File: src/rtl/rx_alu_pkg.sv
// Shared definitions for the RX operand collector and its ALU:
// default widths, opcode values and the collector state encoding.
package rx_alu_pkg;

  localparam int unsigned NB_DATA_DEF     = 8;
  localparam int unsigned NB_OPERADOR_DEF = 6;

  localparam logic [5:0] OP_ADD = 6'b100000;
  localparam logic [5:0] OP_SUB = 6'b100010;
  localparam logic [5:0] OP_AND = 6'b100100;
  localparam logic [5:0] OP_OR  = 6'b100101;
  localparam logic [5:0] OP_XOR = 6'b100110;
  localparam logic [5:0] OP_SRA = 6'b000011;
  localparam logic [5:0] OP_SRL = 6'b000010;
  localparam logic [5:0] OP_NOR = 6'b100111;

  typedef enum logic [1:0] {
    WAIT_A  = 2'd0,
    WAIT_B  = 2'd1,
    WAIT_OP = 2'd2
  } rx_state_e;

endpackage

File: src/rtl/rx_alu_exec.sv
// Purely combinational ALU: signed operands, result truncated to NB_DATA,
// unknown opcodes yield zero.
module rx_alu_exec
  import rx_alu_pkg::*;
#(
  parameter int unsigned NB_DATA     = NB_DATA_DEF,
  parameter int unsigned NB_OPERADOR = NB_OPERADOR_DEF
) (
  input  logic signed [NB_DATA-1:0]     a,
  input  logic signed [NB_DATA-1:0]     b,
  input  logic        [NB_OPERADOR-1:0] op,
  output logic signed [NB_DATA-1:0]     result
);

  always_comb begin
    result = '0;
    case (op)
      NB_OPERADOR'(OP_ADD): result = a + b;
      NB_OPERADOR'(OP_SUB): result = a - b;
      NB_OPERADOR'(OP_AND): result = a & b;
      NB_OPERADOR'(OP_OR):  result = a | b;
      NB_OPERADOR'(OP_XOR): result = a ^ b;
      NB_OPERADOR'(OP_NOR): result = ~(a | b);
      // b is the shift amount as an unsigned value; large amounts saturate to sign-fill / zero
      NB_OPERADOR'(OP_SRA): result = a >>> $unsigned(b);
      NB_OPERADOR'(OP_SRL): result = a >> $unsigned(b);
      default:              result = '0;
    endcase
  end

endmodule

File: src/rtl/rx_alu_core.sv
// Byte-serial A/B/opcode collector feeding rx_alu_exec.
// Optional macro RX_ALU_OUT_REG_EN registers the result and delays the TX done pulse by one cycle.
module rx_alu_core
  import rx_alu_pkg::*;
#(
  parameter int unsigned NB_DATA     = NB_DATA_DEF,
  parameter int unsigned NB_OPERADOR = NB_OPERADOR_DEF
) (
  input  logic                          i_clk,
  input  logic                          i_rst,
  input  logic        [NB_DATA-1:0]     i_data,
  input  logic                          i_done_data,
  output logic signed [NB_DATA-1:0]     o_a,
  output logic signed [NB_DATA-1:0]     o_b,
  output logic        [NB_OPERADOR-1:0] o_op,
  output logic                          o_rx_alu_done,
  output logic signed [NB_DATA-1:0]     o_resultado,
  output logic                          o_done_alu_tx
);

  rx_state_e state, state_next;
  logic      done_prev;
  logic      accept;
  logic      load_a, load_b, load_op;
  logic signed [NB_DATA-1:0] alu_result;

  // A strobe held high for several cycles still counts as a single byte.
  assign accept = i_done_data & ~done_prev;

  always_ff @(posedge i_clk or negedge i_rst) begin
    if (!i_rst) begin
      done_prev <= 1'b0;
    end else begin
      done_prev <= i_done_data;
    end
  end

  always_ff @(posedge i_clk or negedge i_rst) begin
    if (!i_rst) begin
      state <= WAIT_A;
    end else begin
      state <= state_next;
    end
  end

  always_comb begin
    state_next = state;
    case (state)
      WAIT_A:  if (accept) state_next = WAIT_B;
      WAIT_B:  if (accept) state_next = WAIT_OP;
      WAIT_OP: if (accept) state_next = WAIT_A;
      default: state_next = WAIT_A;
    endcase
  end

  always_comb begin
    load_a  = 1'b0;
    load_b  = 1'b0;
    load_op = 1'b0;
    case (state)
      WAIT_A:  load_a  = accept;
      WAIT_B:  load_b  = accept;
      WAIT_OP: load_op = accept;
      default: ;
    endcase
  end

  always_ff @(posedge i_clk or negedge i_rst) begin
    if (!i_rst) begin
      o_a           <= '0;
      o_b           <= '0;
      o_op          <= '0;
      o_rx_alu_done <= 1'b0;
    end else begin
      if (load_a) o_a <= i_data;
      if (load_b) o_b <= i_data;
      if (load_op) o_op <= i_data[NB_OPERADOR-1:0];
      o_rx_alu_done <= load_op;
    end
  end

  rx_alu_exec #(
    .NB_DATA     (NB_DATA),
    .NB_OPERADOR (NB_OPERADOR)
  ) u_exec (
    .a      (o_a),
    .b      (o_b),
    .op     (o_op),
    .result (alu_result)
  );

`ifdef RX_ALU_OUT_REG_EN
  logic signed [NB_DATA-1:0] result_q;
  logic                      done_tx_q;

  always_ff @(posedge i_clk or negedge i_rst) begin
    if (!i_rst) begin
      result_q  <= '0;
      done_tx_q <= 1'b0;
    end else begin
      if (o_rx_alu_done) result_q <= alu_result;
      done_tx_q <= o_rx_alu_done;
    end
  end

  assign o_resultado   = result_q;
  assign o_done_alu_tx = done_tx_q;
`else
  assign o_resultado   = alu_result;
  assign o_done_alu_tx = o_rx_alu_done;
`endif

endmodule

File: config.mk
export PLATFORM = sky130hd
export DESIGN_NAME = rx_alu_core
export DESIGN_NICKNAME = d
export VERILOG_FILES = /design/src/rtl/rx_alu_pkg.sv /design/src/rtl/rx_alu_exec.sv /design/src/rtl/rx_alu_core.sv
export SDC_FILE = /design/constraint.sdc
export NUM_CORES = 1
export LEC_CHECK = 0
export ABC_AREA = 0
export BUFFER_PORTS_ARGS = -buffer_cell sky130_fd_sc_hd__buf_4
export CELL_PAD_IN_SITES_DETAIL_PLACEMENT = 1
export CELL_PAD_IN_SITES_GLOBAL_PLACEMENT = 1
export CORE_UTILIZATION = 41
export CTS_BUF_LIST = sky130_fd_sc_hd__clkbuf_4 sky130_fd_sc_hd__clkbuf_8
export CTS_CLUSTER_DIAMETER = 40
export DETAILED_ROUTE_END_ITERATION = 10
export PLACE_DENSITY = 0.83
export SKIP_CTS_REPAIR_TIMING = 1
export SYNTH_ARGS = -nofsm -noshare
export SYNTH_HDL_FRONTEND = slang
export SYNTH_HIERARCHICAL = 1
export SYNTH_SLANG_ARGS = --single-unit
File: constraint.sdc
create_clock -name i_clk -period 3.05 [get_ports i_clk]
set_input_delay 0.4575 -clock i_clk [delete_from_list [all_inputs] [get_ports i_clk]]
set_output_delay 0.4575 -clock i_clk [all_outputs]
set_load 0.005 [all_outputs]
==> results of run 1 <==
[per-layer routing]
metal	vias to the layer above	share of wire, %
met3	19	4.6
met1	1261	42
met4	0	2.3
met2	107	52
li1	1178	-
met5	-	0
[registers in the layout, indices dropped and copies added, names as in the netlist]
name           count
o_b                8
state              2
done_prev          1
o_op               6
o_a                8
o_done_alu_tx      1
[cells in the final DEF (no fill, tap or decap), types with 3 or more instances in the layout]
cell and n:
nor3_1 6, inv_1 16, o21ai_1 4, nor2_1 15, buf_6 3, ha_1 21
nor2b_1 6, nand2_1 7, a21oi_1 5, nor4_1 3, dfrtp_1 26, buf_4 75
mux2_2 27, clkbuf_8 4, a31oi_1 4, o21a_1 3, o21ai_0 5, mux2i_1 13
xor2_1 6, or2_2 3, a211oi_1 9, nand2b_1 4, nand3_1 6, a21oi_2 4
xnor2_1 8
[metrics by stage]
| stage | hold slack, ps | cell area, um^2 | worst slack (ps) |
|---|---|---|---|
| 6_report | 75.3 | 3460 | -250 |
| 4_1_cts | 83.6 | 3280 | -455 |
| 3_5_place_dp | 384 | 3230 | -101 |
| 2_1_floorplan | 162 | 2660 | 67.6 |
| 3_3_place_gp | 376 | 3230 | 50.4 |
| 5_1_grt | 95.2 | 3460 | -352 |
[power groups by stage]
stage / registers [W] / clock network (W) / logic, W
after floorplan: 0.000780 / 0 / 0.00196
after global placement: 0.000732 / 0 / 0.00315
after detailed placement: 0.000747 / 0 / 0.00328
after CTS: 0.000742 / 0.000231 / 0.00331
after global routing: 0.000776 / 0.000235 / 0.00415
final: 0.000750 / 0.000227 / 0.00386
[how the worst min path moves through the flow]
stage | startpoint | depth (start not counted) | to
after floorplan | i_rst | 0 | done_prev
after global placement | i_rst | 1 | state[1]
after detailed placement | i_rst | 1 | state[0]
after CTS | i_rst | 1 | state[0]
after global routing | i_rst | 1 | state[0]
final | i_rst | 1 | state[1]
[kinds of logic after synthesis]
kind of cell	Yosys count
simple gates	79
compound gates	63
mux	41
buf+inv	33
flops	26
fa+ha+maj	25
xor+xnor	15
[layout make-up]
cell class / count / area (um^2)
inverter: 17 / 65.1
fill: 709 / 2630
sequential: 26 / 651
tap: 75 / 93.8
timing repair buffer: 78 / 597
clock buffer: 4 / 55.1
multi-input combinational: 223 / 2000
==> impl_metrics.csv, run 1 <==
group,metric,value,unit
timing,final-hold-violation-count,0,
die,dieArea,6810,um^2
synth,synth-async-reset-ratio,100,%
synth,synth_edf_count,0,
grt,gr-usage-met3,1.10,%
synth,synth_mux_area_share,16.8,%
timing,max_freq,0.303,GHz
layout,drive_above_1_share,44.0,%
timing,rsz0062_at_grt,"true",
cts,htreeDepth,1,
synth,synth.yosys.seq_area_share,24.5,%
pwr,pwr-share-seq,15.5,%
timing,fin_crit_sh,108,%
grt,grt.met1_usage,33.5,%
worst_hold_path,min_path_type,"input port to async pin",
critical_path,critPathCaptureType,"output pin",
synth,synth-seq-cells,26,
synth,synth-main-ff-cell,"dfrtp_1",
layout,final_core_util,56.8,%
critical_path,worstSetupStartpointType,"flop",
cts,cts_tree,"yes",
cts,cts_made_buffers,3,
timing,final.setup.tns,-738,ps
critical_path,max_stage_delay,410,ps
timing,clock-skew-final,3.38,ps
critical_path,endpoint,"o_resultado[7]",
placement,hpwl,6780,um
critical_path,worst-path-buf-inv,4,
die,die_width,82.5,um
run_status,outcome,"finished with violations",
placement,place.port_buffers,42,
synth,synth_xor_area_share,4.94,%
route,routed_wl,9070,um
timing,maxSlewHeadroom,62.6,%
synth,synth_top_family_by_area,"simple AND/OR/NAND/NOR gates",
route,antenna_left,0,
critical_path,path_class,"flop to output pin",
die,start_util,43.6,%
pwr,combPwrFrac,79.8,%
layout,diodes,0,
pwr,p_leak,1.53,nW
synth,ys_warn_count,6,
grt,grt-ovfl-total,0,
die,core,6100,um^2
synth,synthTopCellsByCount,"mux2_2 (28), dfrtp_1 (26), ha_1 (24), nor2_1 (18), inv_1 (16)",
die,rows,28,
cts,cts_sinks,26,
synth,synth_fp_nets,318,
critical_path,r2r-end,"o_b[6]",
route,dr.pass1.iters,4,
critical_path,crit_cells,14,
cts,clock_latency,280,ps
critical_path,crit_fanout,5,
critical_path,crit_start,"o_op[4]",
route,drcViolationCount,0,
synth,synth.top_cells.by_area,"dfrtp_1 (24%), mux2_2 (12%), ha_1 (11%)",
grt,antenna_found_initial,0,
timing,worstMarginPinSlew,559,ps
synth,syn_area_per_cell,9.42,um^2
critical_path,rrSetupSlack,1310,ps
grt,grt_max_degree,27,
timing,fin_ws,-250,ps
grt,use_met2,50.6,%
synth,yosys.area.top_type,"dfrtp_1",
pwr,p_per_area,1400,nW/um^2
grt,busiest_layer,"met2",
placement,place_inst,415,
pwr,ir_drop,0.883,mV
synth,synth-simple-area-share,19.2,%
synth,syn_area,2660,um^2
critical_path,r2r-start,"done_prev",
timing,final_max_slew_viol_count,0,
pwr,cellInternalPower,0.00248,W
pwr,swShare,48.7,%
cts,clockRootBuffer,"clkbuf_8",
synth,ys_types,64,
die,io_pins,43,
cts,clk_pin_slew_worst_paths,90,ps
critical_path,worstPathRequired,2590,ps
route,via_per_inst,6.06,
placement,gp_congestion,0.968,
die,fp.dieH,82.5,um
flow_run,maxCapViolCount,0,
layout,final_cells,423,
layout,final_nets,385,
synth,synth_most_common_cell,"mux2_2",
critical_path,cp.arrival,2840,ps
route,vias,2565,
grt,grt_pass1_wl,13500,um
critical_path,r2r_cells,3,
cts,cts.path.max_buffers,2,
route,wl_per_cell,21.4,um
critical_path,critPathTopFamily,"simple AND/OR/NAND/NOR gates",
critical_path,crit_chain,"nor3_2, and3_4, buf_6, buf_6, a31oi_1, xnor2_1, ha_2, buf_4, nor3_1, nor2_2, o22ai_4, a41oi_2, o31ai_2, buf_4",
pwr,power.switching,0.00236,W
grt,grt.total_usage,27.1,%
timing,setup_violations,4,
layout,area_growth,30.3,%
synth,postSynthCellCount,282,
timing,min_period,3300,ps
pwr,power,0.00484,W
synth,synth_fa_ha_area_share,12.1,%
synth,synth_compound_area_share,17.1,%
pwr,p_clk_share,4.7,%
route,drt_iter0_drc,140,
run_status,violations,"negative setup slack",
synth,synth_top_cell_area_share,24.5,%
grt,grt_pass1_vias,2635,
critical_path,cp_slowest_cell,"dfrtp_1",
Note: power is estimated with default switching activity, not from simulation.
==> run 2: changes to the inputs <==
- CORE_UTILIZATION: 41 -> 45
- PLACE_DENSITY: 0.83 -> 0.87
- clock period: 3.05 -> 3.7 ns (I/O delays scaled with it)
==> impl_metrics.csv, run 2 (synthesized netlist as in run 1, its figures left out) <==
group,metric,value,unit
placement,place_worst_setup_slack,148,ps
cts,cts_tree,"yes",
layout,diodes,0,
cts,cts_sinks,26,
grt,grt_pass1_vias,2477,
timing,setup_violations,0,
grt,grt_max_degree,27,
timing,rsz0062_at_grt,"false",
pwr,ir_drop,0.711,mV
die,io_pins,43,
grt,grt-ovfl-total,0,
route,vias,2447,
layout,final_nets,360,
run_status,outcome,"complete, no violations",
route,routed_wl,8170,um
critical_path,r2r-start,"done_prev",
route,wl_per_cell,20.7,um
cts,htreeDepth,1,
critical_path,r2r-end,"o_b[0]",
critical_path,rrSetupSlack,1970,ps
layout,drive_above_1_share,33.7,%
pwr,swShare,50.1,%
layout,area_growth,18.4,%
die,rows,27,
route,via_per_inst,6.19,
placement,hpwl,6270,um
critical_path,worstSetupStartpointType,"flop",
cts,cts_made_buffers,3,
timing,final-hold-violation-count,0,
placement,placed_area,3040,um^2
critical_path,path_class,"flop to output pin",
placement,gp_congestion,0.909,
layout,final_core_util,56.1,%
pwr,cellInternalPower,0.00169,W
pwr,power.switching,0.00169,W
die,fp.dieH,78.9,um
cts,clk_pin_slew_worst_paths,80,ps
critical_path,max_stage_delay,520,ps
die,core,5610,um^2
timing,fin_ws,170,ps
pwr,p_per_area,1080,nW/um^2
critical_path,worstPathRequired,3140,ps
critical_path,crit_fanout,7,
cts,cts.path.max_buffers,2,
grt,grt.total_usage,27.3,%
route,drt_iter0_drc,176,
critical_path,cp_slowest_cell,"or4_1",
cts,clockRootBuffer,"clkbuf_8",
pwr,p_leak,1.37,nW
grt,antenna_found_initial,0,
pwr,pwr-share-seq,22.1,%
pwr,p_clk_share,5.3,%
timing,worstMarginPinSlew,613,ps
timing,max_freq,0.283,GHz
critical_path,crit_chain,"clkinvlp_4, ha_1, a41oi_1, xnor2_1, ha_1, or4_1, o22ai_1, a41oi_1, o31ai_1, buf_4",
worst_hold_path,min_path_type,"input port to async pin",
layout,stdcell_area,3150,um^2
layout,reg_top3,"o_a x8, o_b x8, o_op x6",
cts,clock_latency,270,ps
timing,maxSlewHeadroom,58.9,%
layout,final_common_cell,"buf_4",
timing,fin_crit_sh,95.4,%
timing,min_period,3530,ps
layout,layout_common_cells,"buf_4 (53), mux2_2 (28), dfrtp_1 (24), ha_1 (24), nor2_1 (18)",
critical_path,cp.arrival,2980,ps
grt,grt_pass1_wl,13200,um
flow_run,maxCapViolCount,0,
die,dieArea,6220,um^2
timing,clock-skew-final,1.31,ps
critical_path,critPathCaptureType,"output pin",
route,antenna_left,0,
critical_path,r2r_cells,3,
die,die_width,78.9,um
route,dr.pass1.iters,4,
pwr,combPwrFrac,72.6,%
timing,final_max_slew_viol_count,0,
die,start_util,47.4,%
route,drcViolationCount,0,
placement,place.port_buffers,42,
-- run 2: stage by stage --
step | hold WS (ps) | power, W | TNS, ps | std cells
after floorplan | 259 | 0.00226 | 0 | 282
after global placement | 475 | 0.00296 | 0 | 388
after detailed placement | 475 | 0.00309 | 0 | 388
after CTS | 178 | 0.00329 | -346 | 392
after global routing | 183 | 0.00365 | 0 | 395
final | 173 | 0.00338 | 0 | 395
-- run 2: worst max-delay path, delay by kind of cell (launching register included) --
| kind | cells | cell delay (ps) |
|---|---|---|
| DFF | 1 | 500 |
| adders and majority gates | 2 | 480 |
| buffers and inverters | 2 | 410 |
| and+or+nand+nor | 1 | 520 |
| AOI/OAI and AO/OA | 4 | 700 |
| xor gates and xnor gates | 1 | 100 |
-- run 2: power groups by stage --
stage | Combinational [W] | Clock (W) | Sequential, W
final | 0.00246 | 0.000179 | 0.000749
after CTS | 0.00237 | 0.000184 | 0.000731
after global placement | 0.00225 | 0 | 0.000716
after global routing | 0.00268 | 0.000196 | 0.000776
after floorplan | 0.00161 | 0 | 0.000643
after detailed placement | 0.00236 | 0 | 0.000735
-- run 2: final cells by class --
type	count	area, um^2
Multi-Input combinational cell	223	1880
Fill cell	661	2460
Tap cell	72	90.1
Inverter	17	67.6
Sequential cell	26	653
Clock buffer	4	55.1
Timing Repair Buffer	53	398
-- run 2: how the worst max path moves through the flow --
stage | from | end | cells past startpoint
after detailed placement | o_op[3] | o_resultado[6] | 10
after global routing | o_b[0] | o_resultado[7] | 10
after global placement | o_op[3] | o_resultado[6] | 10
after floorplan | o_b[0] | o_resultado[6] | 10
after CTS | o_op[3] | o_resultado[6] | 10
final | o_b[0] | o_resultado[7] | 10
-- run 2: metal layers --
layer	part of all wire [%]	track usage [%]	wire length [um]	up-vias
met5	0	0	0	-
met4	2.4	7.82	197	0
met3	4.3	2.64	355	24
met2	49	47.9	4030	86
met1	44	35.5	3590	1205
li1	-	-	-	1132
==> run 3: changes to the inputs <==
- PLACE_DENSITY: 0.87 -> 0.95
- SKIP_CTS_REPAIR_TIMING: 1 -> unset
==> impl_metrics.csv, run 3 (synthesized netlist as in run 1, its figures left out) <==
group,metric,value,unit
critical_path,worstSetupStartpointType,"flop",
placement,placed_area,3060,um^2
die,io_pins,43,
route,via_per_inst,6.28,
layout,nFillCells,658,
critical_path,crit_cells,10,
pwr,combPwrFrac,72.2,%
critical_path,worstPathRequired,3140,ps
cts,cts.path.max_buffers,2,
critical_path,r2r_cells,3,
pwr,p_per_area,1090,nW/um^2
pwr,ir_drop,0.578,mV
critical_path,worst-path-buf-inv,2,
grt,grt-ovfl-total,0,
pwr,pwr-share-seq,21.1,%
cts,cts_hold_buf,0,
grt,grt_max_degree,27,
cts,htreeDepth,1,
pwr,p_clk_share,6.8,%
layout,final_core_util,56.4,%
cts,cts_made_buffers,3,
die,start_util,47.4,%
critical_path,endpoint,"o_resultado[7]",
route,dr.pass1.iters,4,
die,core,5610,um^2
grt,grt.total_usage,27.9,%
die,die_width,78.9,um
critical_path,path_class,"flop to output pin",
placement,place.port_buffers,42,
critical_path,rrSetupSlack,1910,ps
die,fp.dieH,78.9,um
layout,diodes,0,
timing,max_freq,0.274,GHz
layout,reg_top3,"o_a x8, o_b x8, o_op x6",
route,wl_per_cell,21.6,um
critical_path,critPathCaptureType,"output pin",
pwr,cellInternalPower,0.00173,W
grt,grt_pass1_vias,2555,
critical_path,crit_start,"o_b[0]",
layout,area_growth,19.0,%
timing,fin_crit_sh,98.6,%
worst_hold_path,min_path_type,"input port to async pin",
timing,setup_violations,0,
die,dieArea,6220,um^2
cts,clk_pin_slew_worst_paths,80,ps
die,rows,27,
route,drcViolationCount,0,
grt,grt_pass1_wl,13200,um
critical_path,r2r-start,"done_prev",
cts,clock_latency,270,ps
critical_path,crit_fanout,8,
layout,layout_common_cells,"buf_4 (53), mux2_2 (28), dfrtp_1 (24), ha_1 (24), nor2_1 (18)",
critical_path,max_stage_delay,510,ps
layout,final_common_cell,"buf_4",
route,antenna_left,0,
timing,final_max_slew_viol_count,0,
route,routed_wl,8520,um
placement,hpwl,6610,um
pwr,swShare,49.7,%
layout,final_nets,360,
critical_path,cp.arrival,3090,ps
layout,stdcell_area,3160,um^2
route,drt_iter0_drc,266,
timing,worstMarginPinSlew,607,ps
run_status,outcome,"complete, no violations",
cts,cts_sinks,26,
timing,min_period,3650,ps
timing,maxSlewHeadroom,59.2,%
flow_run,maxCapViolCount,0,
timing,final-hold-violation-count,0,
critical_path,critPathTopFamily,"compound AO/OA/AOI/OAI gates",
cts,clockRootBuffer,"clkbuf_8",
critical_path,crit_chain,"clkinv_1, ha_1, a41oi_1, xnor2_1, ha_1, or4_1, o22ai_1, a41oi_1, o31ai_1, buf_4",
pwr,power.switching,0.00171,W
placement,gp_congestion,0.936,
route,vias,2479,
pwr,p_leak,1.39,nW
timing,clock-skew-final,6.06,ps
critical_path,cp_slowest_cell,"or4_1",
layout,drive_above_1_share,33.4,%
critical_path,r2r-end,"o_b[5]",
cts,cts_tree,"yes",
grt,antenna_found_initial,0,
## run 3: changes by cell type in the layout (fill, tap and decap cells not counted)
cell	before	now
nor3_2	0	1
clkbuf_8	4	3
bufinv_16	0	1
clkinv_1	0	1
fa_2	1	0
nor3_1	6	5
clkinvlp_4	1	0
fa_1	0	1
## run 3: how the worst min path moves through the flow
stage	depth (start not counted)	to	slack, ps
detailed placement	1	o_b[7]	480
finish	1	o_a[6]	170
global route	1	o_op[0]	190
CTS	1	o_op[0]	170
global placement	1	o_b[7]	470
floorplan	0	done_prev	260
## run 3: cell type report
| class | count | area (um^2) | share of cell area, % |
|---|---|---|---|
| Clock buffer | 3 | 41.3 | 1.31 |
| Inverter | 17 | 63.8 | 2.02 |
| Multi-Input combinational cell | 223 | 1890 | 59.6 |
| Tap cell | 72 | 90.1 | 2.85 |
| Clock inverter | 1 | 30.0 | 0.950 |
| Timing Repair Buffer | 53 | 398 | 12.6 |
| Sequential cell | 26 | 653 | 20.7 |
## run 3: what timing repair did
action                     CTS  global route
buffers inserted             0             0
setup endpoints to repair    3             3
gates resized for setup      2             6
## run 3: power by group through the flow
stage | Combinational [W] | Sequential (W) | Clock (W)
2_1_floorplan | 0.00161 | 0.000643 | 0
3_3_place_gp | 0.00229 | 0.000689 | 0
3_5_place_dp | 0.00242 | 0.000720 | 0
4_1_cts | 0.00243 | 0.000716 | 0.000239
5_1_grt | 0.00270 | 0.000751 | 0.000244
6_report | 0.00249 | 0.000727 | 0.000233
## run 3: routing by layer
| metal | part of all wire, % | track usage [%] | vias to the layer above |
|---|---|---|---|
| met5 | 0 | 0 | - |
| met2 | 52 | 50.9 | 108 |
| met3 | 5.4 | 2.41 | 24 |
| li1 | - | - | 1123 |
| met4 | 2.3 | 9.64 | 0 |
| met1 | 40 | 34.1 | 1224 |
## run 3: per-stage QoR
step / setup WS [ps] / hold WS [ps] / power [W] / std cells / setup TNS [ps]
6_report: 53.4 / 173 / 0.00345 / 395 / 0
3_3_place_gp: 323 / 473 / 0.00297 / 391 / 0
3_5_place_dp: 168 / 477 / 0.00314 / 391 / 0
2_1_floorplan: 543 / 259 / 0.00226 / 282 / 0
4_1_cts: 9.52 / 174 / 0.00339 / 395 / 0
5_1_grt: -4.56 / 194 / 0.00369 / 395 / -4.56
